**config.mk**
```make
export PLATFORM = sky130hd
export DESIGN_NAME = interrupt_controller_flat
export DESIGN_NICKNAME = d
export VERILOG_FILES = /design/src/rtl/irq_pkg.sv /design/src/rtl/interrupt_controller_if.sv /design/src/rtl/irq_edge_detect.sv /design/src/rtl/interrupt_controller.sv /design/src/flat_wrapper.sv
export SDC_FILE = /design/constraint.sdc
export NUM_CORES = 1
export LEC_CHECK = 0
export CORE_MARGIN = 10
export CORE_UTILIZATION = 44
export DETAILED_ROUTE_END_ITERATION = 6
export GPL_TIMING_DRIVEN = 0
export PLACE_DENSITY = 0.81
export SLEW_MARGIN = 20
export SYNTH_ARGS = -nofsm -noshare
export SYNTH_HDL_FRONTEND = slang
export SYNTH_HIERARCHICAL = 1
export SYNTH_SLANG_ARGS = --single-unit
export TNS_END_PERCENT = 1
```
**constraint.sdc**
```tcl
create_clock -name clk -period 2 [get_ports clk]
set_clock_uncertainty 0.1 [all_clocks]
set_input_delay 0.5 -clock clk [delete_from_list [all_inputs] [get_ports clk]]
set_output_delay 0.5 -clock clk [all_outputs]
set_load 0.02 [all_outputs]
```
**src/rtl/irq_pkg.sv**
```systemverilog
// Shared encodings and default constants for the interrupt controller.
package irq_pkg;

   typedef enum logic [1:0] {
      CAUSE_NONE = 2'b00,
      CAUSE_INT  = 2'b01,
      CAUSE_NMI  = 2'b10
   } irq_cause_e;

   typedef enum logic [1:0] {
      ST_IDLE,
      ST_REQ,
      ST_ACK,
      ST_SERVICE
   } irq_state_e;

   localparam logic [31:0] DEF_NMI_VECTOR = 32'h0000_0180;
   localparam logic [31:0] DEF_INT_VECTOR = 32'h0000_0200;
   localparam int          DEF_INA_CYCLES = 2;

endpackage

```
**src/rtl/interrupt_controller_if.sv**
```systemverilog
// Control-FSM side of the interrupt controller: diversion handshake, EPC/vector and ie control.
interface interrupt_controller_if #(
   parameter int ADDR_W = 32
) ();

   logic              irq_req;
   logic              irq_ack;
   logic [ADDR_W-1:0] pc_in;
   logic [ADDR_W-1:0] vector;
   logic [1:0]        cause;
   logic [ADDR_W-1:0] epc;
   logic              ei;
   logic              di;
   logic              eret;
   logic              ie;
   logic              nmi_active;

   modport master (
      output irq_ack, pc_in, ei, di, eret,
      input  irq_req, vector, cause, epc, ie, nmi_active
   );

   modport slave (
      input  irq_ack, pc_in, ei, di, eret,
      output irq_req, vector, cause, epc, ie, nmi_active
   );

endinterface

```
**src/rtl/irq_edge_detect.sv**
```systemverilog
// NMI rising-edge detector with a sticky pending flag cleared when the NMI is accepted.
module irq_edge_detect (
   input  logic clk,
   input  logic rst,
   input  logic nmi,
   input  logic clr,
   output logic pending
);

   logic nmi_q;

   // A fresh edge in the same cycle as the accept re-arms the flag.
   always_ff @(posedge clk) begin
      if (rst) begin
         nmi_q   <= 1'b0;
         pending <= 1'b0;
      end else begin
         nmi_q   <= nmi;
         pending <= (nmi & ~nmi_q) | (pending & ~clr);
      end
   end

endmodule

```
**src/rtl/interrupt_controller.sv**
```systemverilog
// Interrupt entry/exit sequencer: NMI/INT arbitration, EPC capture, handler vector and INA pulse.
//  state      | meaning
//  ST_IDLE    | no interrupt in flight, waiting for pending NMI or enabled INT
//  ST_REQ     | irq_req high, waiting for irq_ack at an instruction boundary
//  ST_ACK     | INT taken, INA held high for INA_CYCLES cycles
//  ST_SERVICE | handler running, waiting for eret
module interrupt_controller
   import irq_pkg::*;
#(
   parameter int                ADDR_W     = 32,
   parameter logic [ADDR_W-1:0] NMI_VECTOR = ADDR_W'(DEF_NMI_VECTOR),
   parameter logic [ADDR_W-1:0] INT_VECTOR = ADDR_W'(DEF_INT_VECTOR),
   parameter int                INA_CYCLES = DEF_INA_CYCLES
) (
   input  logic                   clk,
   input  logic                   rst,
   input  logic                   INT,
   input  logic                   NMI,
   input  logic                   INTD,
   output logic                   INA,
   interrupt_controller_if.slave  cpu
);

   localparam logic [3:0] INA_LOAD = 4'(INA_CYCLES - 1);

   irq_state_e        state_q, state_d;
   irq_cause_e        cause_q, win_cause, cause_o;
   logic [ADDR_W-1:0] vector_q, win_vec, vector_o;
   logic [ADDR_W-1:0] epc_q;
   logic [3:0]        ina_cnt_q;
   logic              ie_q, saved_ie_q, nmi_active_q;
   logic              nmi_pending, int_eff;
   logic              take, nmi_clr, restore, irq_req, ina;

   irq_edge_detect u_edge (
      .clk     (clk),
      .rst     (rst),
      .nmi     (NMI),
      .clr     (nmi_clr),
      .pending (nmi_pending)
   );

   assign int_eff = INT & ~INTD & ie_q;

   always_ff @(posedge clk) begin
      if (rst) state_q <= ST_IDLE;
      else     state_q <= state_d;
   end

   always_comb begin
      state_d   = state_q;
      irq_req   = 1'b0;
      ina       = 1'b0;
      take      = 1'b0;
      nmi_clr   = 1'b0;
      restore   = 1'b0;
      win_cause = CAUSE_NONE;
      win_vec   = vector_q;
      cause_o   = cause_q;
      vector_o  = vector_q;
      if (nmi_pending) begin
         win_cause = CAUSE_NMI;
         win_vec   = NMI_VECTOR;
      end else if (int_eff) begin
         win_cause = CAUSE_INT;
         win_vec   = INT_VECTOR;
      end
      case (state_q)
         ST_IDLE: begin
            if (nmi_pending | int_eff) state_d = ST_REQ;
         end
         ST_REQ: begin
            irq_req  = 1'b1;
            cause_o  = win_cause;
            vector_o = win_vec;
            if (win_cause == CAUSE_NONE) begin
               state_d = ST_IDLE;
            end else if (cpu.irq_ack) begin
               take = 1'b1;
               if (win_cause == CAUSE_NMI) begin
                  nmi_clr = 1'b1;
                  state_d = ST_SERVICE;
               end else begin
                  state_d = ST_ACK;
               end
            end
         end
         ST_ACK: begin
            ina = 1'b1;
            if (ina_cnt_q == 4'd0) state_d = ST_SERVICE;
         end
         ST_SERVICE: begin
            if (cpu.eret) begin
               restore = 1'b1;
               state_d = ST_IDLE;
            end
         end
         default: state_d = ST_IDLE;
      endcase
   end

   // Capture on accept, restore on eret; ei/di only when no entry sequence is in flight.
   always_ff @(posedge clk) begin
      if (rst) begin
         cause_q      <= CAUSE_NONE;
         vector_q     <= '0;
         epc_q        <= '0;
         ina_cnt_q    <= 4'd0;
         ie_q         <= 1'b0;
         saved_ie_q   <= 1'b0;
         nmi_active_q <= 1'b0;
      end else begin
         if (take) begin
            cause_q    <= win_cause;
            vector_q   <= win_vec;
            epc_q      <= cpu.pc_in;
            saved_ie_q <= ie_q;
            if (win_cause == CAUSE_NMI) nmi_active_q <= 1'b1;
            else                        ina_cnt_q    <= INA_LOAD;
         end else if (state_q == ST_ACK && ina_cnt_q != 4'd0) begin
            ina_cnt_q <= ina_cnt_q - 4'd1;
         end

         if (restore) begin
            cause_q      <= CAUSE_NONE;
            nmi_active_q <= 1'b0;
         end

         if (take) begin
            ie_q <= 1'b0;
         end else if (restore) begin
            ie_q <= saved_ie_q;
         end else if (state_q == ST_IDLE || state_q == ST_SERVICE) begin
            if (cpu.di)      ie_q <= 1'b0;
            else if (cpu.ei) ie_q <= 1'b1;
         end
      end
   end

   assign INA            = ina;
   assign cpu.irq_req    = irq_req;
   assign cpu.cause      = cause_o;
   assign cpu.vector     = vector_o;
   assign cpu.epc        = epc_q;
   assign cpu.ie         = ie_q;
   assign cpu.nmi_active = nmi_active_q;

endmodule

```
**src/flat_wrapper.sv**
```systemverilog
// flat-port wrapper written by rule: the top's interface ports become plain ports
module interrupt_controller_flat import irq_pkg::*;
#(
   parameter int                ADDR_W     = 32,
   parameter logic [ADDR_W-1:0] NMI_VECTOR = ADDR_W'(DEF_NMI_VECTOR),
   parameter logic [ADDR_W-1:0] INT_VECTOR = ADDR_W'(DEF_INT_VECTOR),
   parameter int                INA_CYCLES = DEF_INA_CYCLES
)
  (clk, rst, INT, NMI, INTD, INA, cpu_irq_ack, cpu_pc_in, cpu_ei, cpu_di, cpu_eret, cpu_irq_req, cpu_vector, cpu_cause, cpu_epc, cpu_ie, cpu_nmi_active);
  interrupt_controller_if #(.ADDR_W(ADDR_W)) cpu_i ();
  input  logic clk;
  input  logic rst;
  input  logic INT;
  input  logic NMI;
  input  logic INTD;
  output logic INA;
  input wire logic [$bits(cpu_i.irq_ack)-1:0] cpu_irq_ack;
  input wire logic [$bits(cpu_i.pc_in)-1:0] cpu_pc_in;
  input wire logic [$bits(cpu_i.ei)-1:0] cpu_ei;
  input wire logic [$bits(cpu_i.di)-1:0] cpu_di;
  input wire logic [$bits(cpu_i.eret)-1:0] cpu_eret;
  output wire logic [$bits(cpu_i.irq_req)-1:0] cpu_irq_req;
  output wire logic [$bits(cpu_i.vector)-1:0] cpu_vector;
  output wire logic [$bits(cpu_i.cause)-1:0] cpu_cause;
  output wire logic [$bits(cpu_i.epc)-1:0] cpu_epc;
  output wire logic [$bits(cpu_i.ie)-1:0] cpu_ie;
  output wire logic [$bits(cpu_i.nmi_active)-1:0] cpu_nmi_active;
  assign cpu_i.irq_ack = cpu_irq_ack;
  assign cpu_i.pc_in = cpu_pc_in;
  assign cpu_i.ei = cpu_ei;
  assign cpu_i.di = cpu_di;
  assign cpu_i.eret = cpu_eret;
  assign cpu_irq_req = cpu_i.irq_req;
  assign cpu_vector = cpu_i.vector;
  assign cpu_cause = cpu_i.cause;
  assign cpu_epc = cpu_i.epc;
  assign cpu_ie = cpu_i.ie;
  assign cpu_nmi_active = cpu_i.nmi_active;
  interrupt_controller #(.ADDR_W(ADDR_W), .NMI_VECTOR(NMI_VECTOR), .INT_VECTOR(INT_VECTOR), .INA_CYCLES(INA_CYCLES)) u_core (.clk(clk), .rst(rst), .INT(INT), .NMI(NMI), .INTD(INTD), .INA(INA), .cpu(cpu_i));
endmodule
```
### Word-level counts from Yosys, hierarchy flattened

Index checks and enable logic that the tools add are counted.

| word-level totals | value |
|---|---|
| register bits after elaboration | 77 |
| input bits | 41 |
| output and inout bits | 70 |
| logic and storage cells | 75 |

| cells by class | value |
|---|---|
| add/subtract/negate cells | 1 |
| eq/ne operators | 9 |
| mux-type cells | 31 |
| bitwise logic cells | 9 |
| reductions and logical operators | 15 |

Operators with widths:

| cell | number |
|---|---|
| $mux W32 | 3 |
| $mux W1 | 17 |
| $mux W2 | 7 |
| $mux W4 | 3 |
| $pmux W2 S4 | 1 |
| $eq A2 B2 Y1 const B | 3 |
| $reduce_and A2 Y1 | 3 |
| $and A1 B1 Y1 | 4 |
| $logic_not A2 Y1 | 2 |
| $logic_not A4 Y1 | 1 |
| $ne A2 B1 Y1 const B | 2 |
| $ne A2 B2 Y1 const B | 2 |
| $reduce_and A4 Y1 | 1 |
| $reduce_bool A2 Y1 | 2 |
| $reduce_bool A4 Y1 | 1 |
| $reduce_or A2 Y1 | 2 |
| $sub A4 B1 Y4 const B | 1 |
| $ne A3 B2 Y1 const B | 1 |
| $not A1 Y1 | 3 |
| $reduce_bool A3 Y1 | 1 |
| $eq A2 B1 Y1 const B | 1 |
| $or A1 B1 Y1 | 2 |
| $logic_and A1 B1 Y1 | 1 |
| $logic_or A1 B1 Y1 | 1 |

### Depth between registers and ports, before layout

Gate-level depths: netlist of run 1.

| logic depth | value |
|---|---|
| word-level depth | 13 |
| mapped depth | 9 |
| depth with buffers taken out | 6 |

### Hierarchy

The synthesis of run 1 kept the hierarchy.

Modules (own cells, without submodules):

| module | times used | cells each | area each (sq um) | seq. area each (sq um) |
|---|---|---|---|---|
| interrupt_controller | 1 | 335 | 2885.3 | 1501.4 |
| irq_edge_detect | 1 | 6 | 67.6 | 40.0 |

### Least setup slack after synthesis of run 1

Ideal clock, no wire load.

| path | value |
|---|---|
| kind | reg-to-output |
| start | register (tool-made name) |
| end | output port cpu_vector[0] |
| data arrival time | 1474 ps |
| data required time | 1400 ps |
| setup slack | -74 ps |
| stages on the path, launching flop included | 7 |
| buffers on the path | 2 |
| cell sequence | dfxtp_1 > inv_1 > ha_1 > buf_2 > o21ai_2 > clkbuf_1 > and2_1 |

RTL lines:

| what | line | text |
|---|---|---|
| end: declaration | flat_wrapper.sv:23 | `output wire logic [$bits(cpu_i.vector)-1:0] cpu_vector;` |

==> results of run 1 <==
==> timing repair <==
action | in CTS | in global routing
resized for setup | 244 | 24
gates cloned | 3 | 1
pin swaps | 20 | 2
endpoints found under the setup margin | 88 | 72
setup buffers | 5 | 5
==> how the worst max path moves through the flow <==
stage / slack, ns / cells past startpoint / endpoint
floorplan: -0.03 / 6 / cpu_vector[11]
CTS: -0.32 / 8 / cpu_vector[30]
global route: -0.36 / 8 / cpu_vector[2]
detailed placement: -1.24 / 6 / cpu_vector[19]
global placement: -1.17 / 6 / cpu_vector[26]
finish: -0.30 / 8 / cpu_vector[24]
==> power by group through the flow <==
stage / clock network [mW] / registers, mW / logic [mW]
final: 1.27 / 1.61 / 0.614
after CTS: 1.30 / 1.61 / 0.547
after global routing: 1.36 / 1.62 / 0.658
after floorplan: 0 / 1.67 / 0.219
after global placement: 0 / 1.64 / 0.469
after detailed placement: 0 / 1.64 / 0.476
==> synthesized netlist by cell type, drive strengths merged, types with 3 or more instances <==
library cell and instances:
nand2b 4, nor2 15, o21ai 3, nand3 3, dfxtp 77, buf 5, nand2 76, a21oi 45
clkbuf 16, and2 58, inv 6, nor3 3, ha 7
==> flip-flops by register name (all words and copies together) (netlist names), named ones only <==
register / cells
u_core/u_edge/pending: 1
u_core/cause_q: 2
u_core/state_q: 1
u_core/ina_cnt_q: 4
u_core/cpu.ie: 1
u_core/cpu.nmi_active: 1
u_core/u_edge/nmi_q: 1
u_core/cpu.epc: 32
u_core/saved_ie_q: 1
u_core/vector_q: 32
==> per-layer routing <==
layer,vias to the layer above,global-route usage,wire length [µm],share of wire
li1,1370,-,-,-
met1,1271,0.188,3680,0.41
met2,116,0.264,4120,0.46
met3,8,0.0823,1040,0.12
met4,0,0.0325,56,0.0063
met5,-,0,0,0
==> logic make-up (layout without fill, tap and decap cells) <==
logic type / count (synthesis) / count (layout) / synth area share
AND/OR/NAND/NOR: 170 / 170 / 0.286
multiplexers: 2 / 2 / 0.00890
adder cells (fa/ha/maj): 7 / 7 / 0.0297
buffers and inverters: 27 / 166 / 0.0364
flip-flops: 77 / 77 / 0.522
AO/OA/AOI/OAI: 58 / 58 / 0.117
==> cell type report <==
class | count | area [µm²]
plain buffers | 21 | 131
clock buffers | 11 | 141
clock inverters | 4 | 72.6
fillers | 457 | 1730
inverters | 6 | 25.0
multi-input cells | 237 | 1400
flip-flops and latches | 77 | 1550
well taps | 77 | 96.3
repair buffers | 124 | 1280
==> worst max-delay path, delay by kind of cell (launching register included) <==
family | cells | cell delay [ns]
adders and majority gates | 1 | 0.15
and+or+nand+nor | 1 | 0.19
buffers and inverters | 5 | 0.61
DFF | 1 | 0.37
AOI/OAI and AO/OA | 1 | 0.06
==> stage by stage <==
step	instance area [µm²]	hold WS, ns
after floorplan	2990	0.321
after global placement	4190	0.333
after detailed placement	4190	0.336
after CTS	4620	0.357
after global routing	4700	0.370
final	4700	0.354
==> impl_results.md, run 1 <==
- Total global-route track usage: 0.162
- Failing checks: setup timing
- Critical path data required time: 1.40 ns
- Fmax: 435 MHz
- CP max FO: 7
- Reg2reg end: u_core/ina_cnt_q[1]
- Worst slew margin: 0.669
- Post-synth top area share: 0.522
- Maxcap violations: 0
- Post-synth EDFFs: 0
- #FFs+latches synth: 77
- P per Cell Area: 745 mW/mm²
- Ant. Diodes: 0
- Final hold violation count: 0
- Final setup vio count: 37
- Worst hold path depth: 1
- Die height: 102 µm
- Total Wirelength: 8.90 mm
- Grt total ovfl: 0
- Switching part of the total: 0.251
- Slowest cell delay on critical path: 0.37 ns
- Internal power: 2.62 mW
- Synth Cell Area: 0.00295 mm²
- CTS Sinks: 77
- First-pass GRT wire length: 13.5 mm
- Cell taking the most area after synthesis: dfxtp_1
- Clock root buffer: clkbuf_8
- HP Class: reg -> reg
- CTS clk-pin slew, worst paths: 0.07 ns
- Peak supply drop: 675 µV
- Starting Density: 0.460
- IO Pins: 111
- Sequential share of power: 0.461
- Area contributors post-synth: dfxtp_1, and2_1, nand2_1
- Status: finished with violations
- DR vias: 2765
- Seq/Total Area, Yosys: 0.522
- Syn-to-layout area delta: 59.0%
- Die W: 102 µm
- Worst Hold End: u_core/vector_q[14]
- Routed length per instance: 16.0 µm
- Main synth FF type: dfxtp_1
- DRT iter0 DRCs: 131
- Pins over their slew limit: 0
- R2r setup slk: 0.07 ns
- Commonest non-fill, non-tap cells in the layout: nand2_1, dfxtp_1, clkdlybuf4s50_1
- Leak: 1.91 nW
- P_sw: 877 µW
- Setup crit end kind: output pin
- Placed wire-length estimate: 6.36 mm
- CTS Buf Count: 9
- Fin cells: 557
- Worst Reg2Reg Path Length in Cells: 8
- Most common cell after layout, fill and taps aside: nand2_1
- CTS H-Tree Depth: 3
- Antenna violations before repair: 0
- RSZ-0062 raised after global routing: yes
- HP Start: u_core/vector_q[14]
- Final GP Congestion: 0.753
- DR pass1 iterations: 4
- Placed cells: 528
- Core ar.: 0.00642 mm²
- Synthesized Nets: 389
- Count of cell types in the netlist: 34
- Clock latency on the worst-skew pair: 0.34 ns
- CTS tree: yes
- WS Path Type: reg -> out
- Slowest-stage cell, CP: dfxtp_4
- Layout Nets: 524
- Fin util: 0.731
- Minimum clock period: 2.30 ns
- Post-Synthesis Cells: 341
- Longest Clk Path Bufs: 2
- FFs w/ async S/R, synth: 0
- Setup TNS: -8.14 ns
- Clk network pwr share: 0.364
- DRC: 0
- Die area: 0.0104 mm²
- Antenna viol nets, final: 0
- Worst slew pin tran: 0.497 ns
- Share of cells above drive strength 1: 0.248
- Largest net degree at the start of global routing: 13
- Drt via density: 4.96
- Worst path arrival time: 1.70 ns
- Final Cycle Share: 1.15
- Final worst setup slack: -0.299 ns
- Synth Area per Inst: 8.66 µm²
- CP Cell Sequence: inv_4 -> ha_4 -> buf_8 -> o21ai_4 -> buf_12 -> clkbuf_8 -> and2_2 -> buf_6
- Total Power: 3.50 mW
- CP Launch Type: flip-flop
- Combinational Power Share: 0.176
- Hold buffer count at CTS: 0
- Post-place setup slack: -1.24 ns
- FP Rows: 29
- Vias in the first global route: 2625
- Ys Warns: 6
- Buffers on Ports: 110
(Power assumes the default switching activity.)
==> run 2: changes to the inputs <==
--- a/config.mk
+++ b/config.mk
@@ -13,6 +13,5 @@
 export SLEW_MARGIN = 20
 export SYNTH_ARGS = -nofsm -noshare
 export SYNTH_HDL_FRONTEND = slang
-export SYNTH_HIERARCHICAL = 1
 export SYNTH_SLANG_ARGS = --single-unit
 export TNS_END_PERCENT = 1
==> run 2 against run 1 <==
Compared with the run above:
- the run still ends with setup timing left
- global-route usage rose by 1.6 points
- sequential share of layout area is 0.56 points lower
- area after synthesis is 1.3% lower
- total power rose by 6.9%
- die area decreased by 1.0%
- critical path depth is 1 lower
- register-to-register slack got worse by 0.38 ns
- routed wire length rose by 3.2%
==> impl_results.md, run 2 <==
- Pins over their slew limit: 0 (unchanged)
- Post-place setup slack: -0.997 ns (was -1.24 ns)
- Status: finished with violations (unchanged)
- Setup TNS: -27.68 ns (was -8.14 ns)
- Layout Nets: 524 (unchanged)
- Post-synth top area share: 0.529 (was 0.522)
- Hold buffer count at CTS: 0 (unchanged)
- Commonest cells in the netlist: dfxtp_1, nand2_1, a21oi_1 (was dfxtp_1, nand2_1, and2_1)
- Longest Clk Path Bufs: 2 (unchanged)
- Starting Density: 0.457 (was 0.460)
- Final GP Congestion: 0.815 (was 0.753)
- Reg2reg end: u_core.vector_q[29] (was u_core/ina_cnt_q[1])
- Critical path data required time: 1.40 ns (about the same)
- Placed cells: 526 (was 528)
- Main synth FF type: dfxtp_1 (unchanged)
- Total Power: 3.74 mW (was 3.50 mW)
- FF+latch area: 0.00155 mm² (about the same)
- Core ar.: 0.00639 mm² (was 0.00642 mm²)
- DR pass1 iterations: 4 (unchanged)
- Post-synth EDFFs: 0 (unchanged)
- Fin cells: 558 (was 557)
- Placed inst area: 0.00415 mm² (was 0.00419 mm²)
- Die area: 0.0103 mm² (was 0.0104 mm²)
- Maxcap violations: 0 (unchanged)
- Syn-to-layout area delta: 63.4% (was 59.0%)
- Total global-route track usage: 0.178 (was 0.162)
- Vias in the first global route: 2945 (was 2625)
- CTS Sinks: 77 (unchanged)
- Leak: 1.92 nW (was 1.91 nW)
- Antenna violations before repair: 0 (unchanged)
- Final hold violation count: 0 (unchanged)
- Worst path arrival time: 1.77 ns (was 1.70 ns)
- Count of cell types in the netlist: 35 (was 34)
- IO Pins: 111 (unchanged)
- Most frequent cell after synthesis: dfxtp_1 (unchanged)
- Grt total ovfl: 0 (unchanged)
- #FFs+latches synth: 77 (unchanged)
- Minimum clock period: 2.37 ns (was 2.30 ns)
- Fin area: 0.00476 mm² (was 0.00470 mm²)
- Failing checks: setup timing (unchanged)
- Die height: 101 µm (was 102 µm)
- Hold slack: 0.353 ns (was 0.354 ns)
- FP Rows: 29 (unchanged)
- HP Start: u_core.cpu.epc[0] (was u_core/vector_q[14])
- Final setup vio count: 102 (was 37)
- Synth Area per Inst: 8.60 µm² (was 8.66 µm²)
- Worst Reg2Reg Path Length in Cells: 13 (was 8)
- WS Path Type: reg -> out (unchanged)
- CP Launch Type: flip-flop (unchanged)
- R2r setup slk: -0.31 ns (was 0.07 ns)
- Ys Warns: 0 (was 6)
- RSZ-0062 raised after global routing: yes (unchanged)
- Fmax: 421 MHz (was 435 MHz)
- DR vias: 2838 (was 2765)
- Critical path endpoint: cpu_vector[2] (was cpu_vector[24])
- Total Wirelength: 9.19 mm (was 8.90 mm)
- CTS tree: yes (unchanged)
- CP max FO: 10 (was 7)
- Routed length per instance: 16.5 µm (was 16.0 µm)
- Fin util: 0.746 (was 0.731)
- Cell taking the most area after synthesis: dfxtp_1 (unchanged)
- First-pass GRT wire length: 14.7 mm (was 13.5 mm)
- Setup crit end kind: output pin (unchanged)
- Antenna viol nets, final: 0 (unchanged)
- Drt via density: 5.09 (was 4.96)
- Clock root buffer: clkbuf_8 (unchanged)
- P per Cell Area: 785 mW/mm² (was 745 mW/mm²)
- Multi-input logic area: 0.00143 mm² (was 0.00140 mm²)
- Area contributors post-synth: dfxtp_1, nand2_1, a21oi_1 (was dfxtp_1, and2_1, nand2_1)
- CTS Buf Count: 9 (unchanged)
- Worst slew margin: 0.659 (was 0.669)
- Synth Cell Area: 0.00292 mm² (was 0.00295 mm²)
- Commonest non-fill, non-tap cells in the layout: nand2_1, dfxtp_1, clkdlybuf4s50_1 (unchanged)
- Worst slew pin tran: 0.511 ns (was 0.497 ns)
- HP Class: reg -> reg (unchanged)
- CTS clk-pin slew, worst paths: 0.07 ns (about the same)
- Final Cycle Share: 1.19 (was 1.15)
- Placed wire-length estimate: 6.22 mm (was 6.36 mm)
- Synthesized Nets: 386 (was 389)
- DRC: 0 (unchanged)
- Clock latency on the worst-skew pair: 0.34 ns (about the same)
- Ant. Diodes: 0 (unchanged)
- CTS H-Tree Depth: 3 (unchanged)
- Post-Synthesis Cells: 339 (was 341)
- Share of cells above drive strength 1: 0.274 (was 0.248)
- Die W: 101 µm (was 102 µm)
- Buffers on Ports: 110 (unchanged)
- DRT iter0 DRCs: 124 (was 131)
- Peak supply drop: 508 µV (was 675 µV)
- FFs w/ async S/R, synth: 0 (unchanged)
- Largest net degree at the start of global routing: 13 (unchanged)
- Final worst setup slack: -0.373 ns (was -0.299 ns)
- Seq/Total Area, Yosys: 0.529 (was 0.522)
- Filler cell count: 469 (was 457)
## run 2: cell types whose count changed in the layout (fill, tap and decap cells not counted), sizes merged, moves of 3 or more
cell           before  now
clkdlybuf4s15       1    8
and2               58   31
nand2b              4    1
and3                1   31
buf                51   47
dlygate4sd2         1    5
a21oi              45   41
## run 2: power by group
group          internal [mW]  switching (mW)  leakage, nW
logic                  0.389           0.422         1.19
clock network          0.729           0.546        0.105
registers               1.60          0.0538        0.623
## run 2: cell type report
class                   instances  share of cell area
plain buffers                  23              0.0386
multi-input cells             234               0.300
inverters                       5             0.00446
flip-flops and latches         77               0.325
clock buffers                  11              0.0297
clock inverters                 4              0.0152
repair buffers                127               0.266
well taps                      77              0.0202
## run 2: cells by family (layout without fill, tap and decap cells)
kind of cell,count (synthesis),in the layout,share of synthesized area
buffers and inverters,28,170,0.0399
AND/OR/NAND/NOR,171,171,0.294
adder cells (fa/ha/maj),6,6,0.0258
flip-flops,77,77,0.529
multiplexers,1,1,0.00386
AO/OA/AOI/OAI,56,56,0.108
## run 2: layer usage
| metal | share of wire | routed length, µm | track usage | vias up |
|---|---|---|---|---|
| met5 | 0 | 0 | 0 | - |
| met4 | 0.020 | 182 | 0.0675 | 0 |
| met3 | 0.090 | 827 | 0.0735 | 18 |
| met2 | 0.53 | 4880 | 0.318 | 91 |
| met1 | 0.36 | 3300 | 0.180 | 1327 |
| li1 | - | - | - | 1402 |
## run 2: worst max-delay path, cell delays in order, from the launching register on
cell and delay, ns:
dfxtp_4 0.36, inv_4 0.06, ha_4 0.17, nand4b_1 0.17
buf_4 0.21, buf_8 0.13, and3_2 0.19, buf_6 0.13
## run 2: worst min-delay path by stage
stage                                     end  slack [ns]  cells after the start
final                       u_core.cpu.epc[0]        0.35                      2
after global routing      u_core.vector_q[29]        0.37                      1
after CTS                  u_core.cpu.epc[15]        0.36                      2
after detailed placement  u_core.vector_q[16]        0.33                      1
after global placement     u_core.vector_q[5]        0.33                      1
after floorplan           u_core.vector_q[10]        0.32                      1
## run 2: timing repair
item / 4_1_cts / 5_1_grt
resized for setup: 247 / 17
pin swaps: 47 / 2
gates cloned: 3 / 0
endpoints found under the setup margin: 107 / 108
buffers inserted: 13 / 2
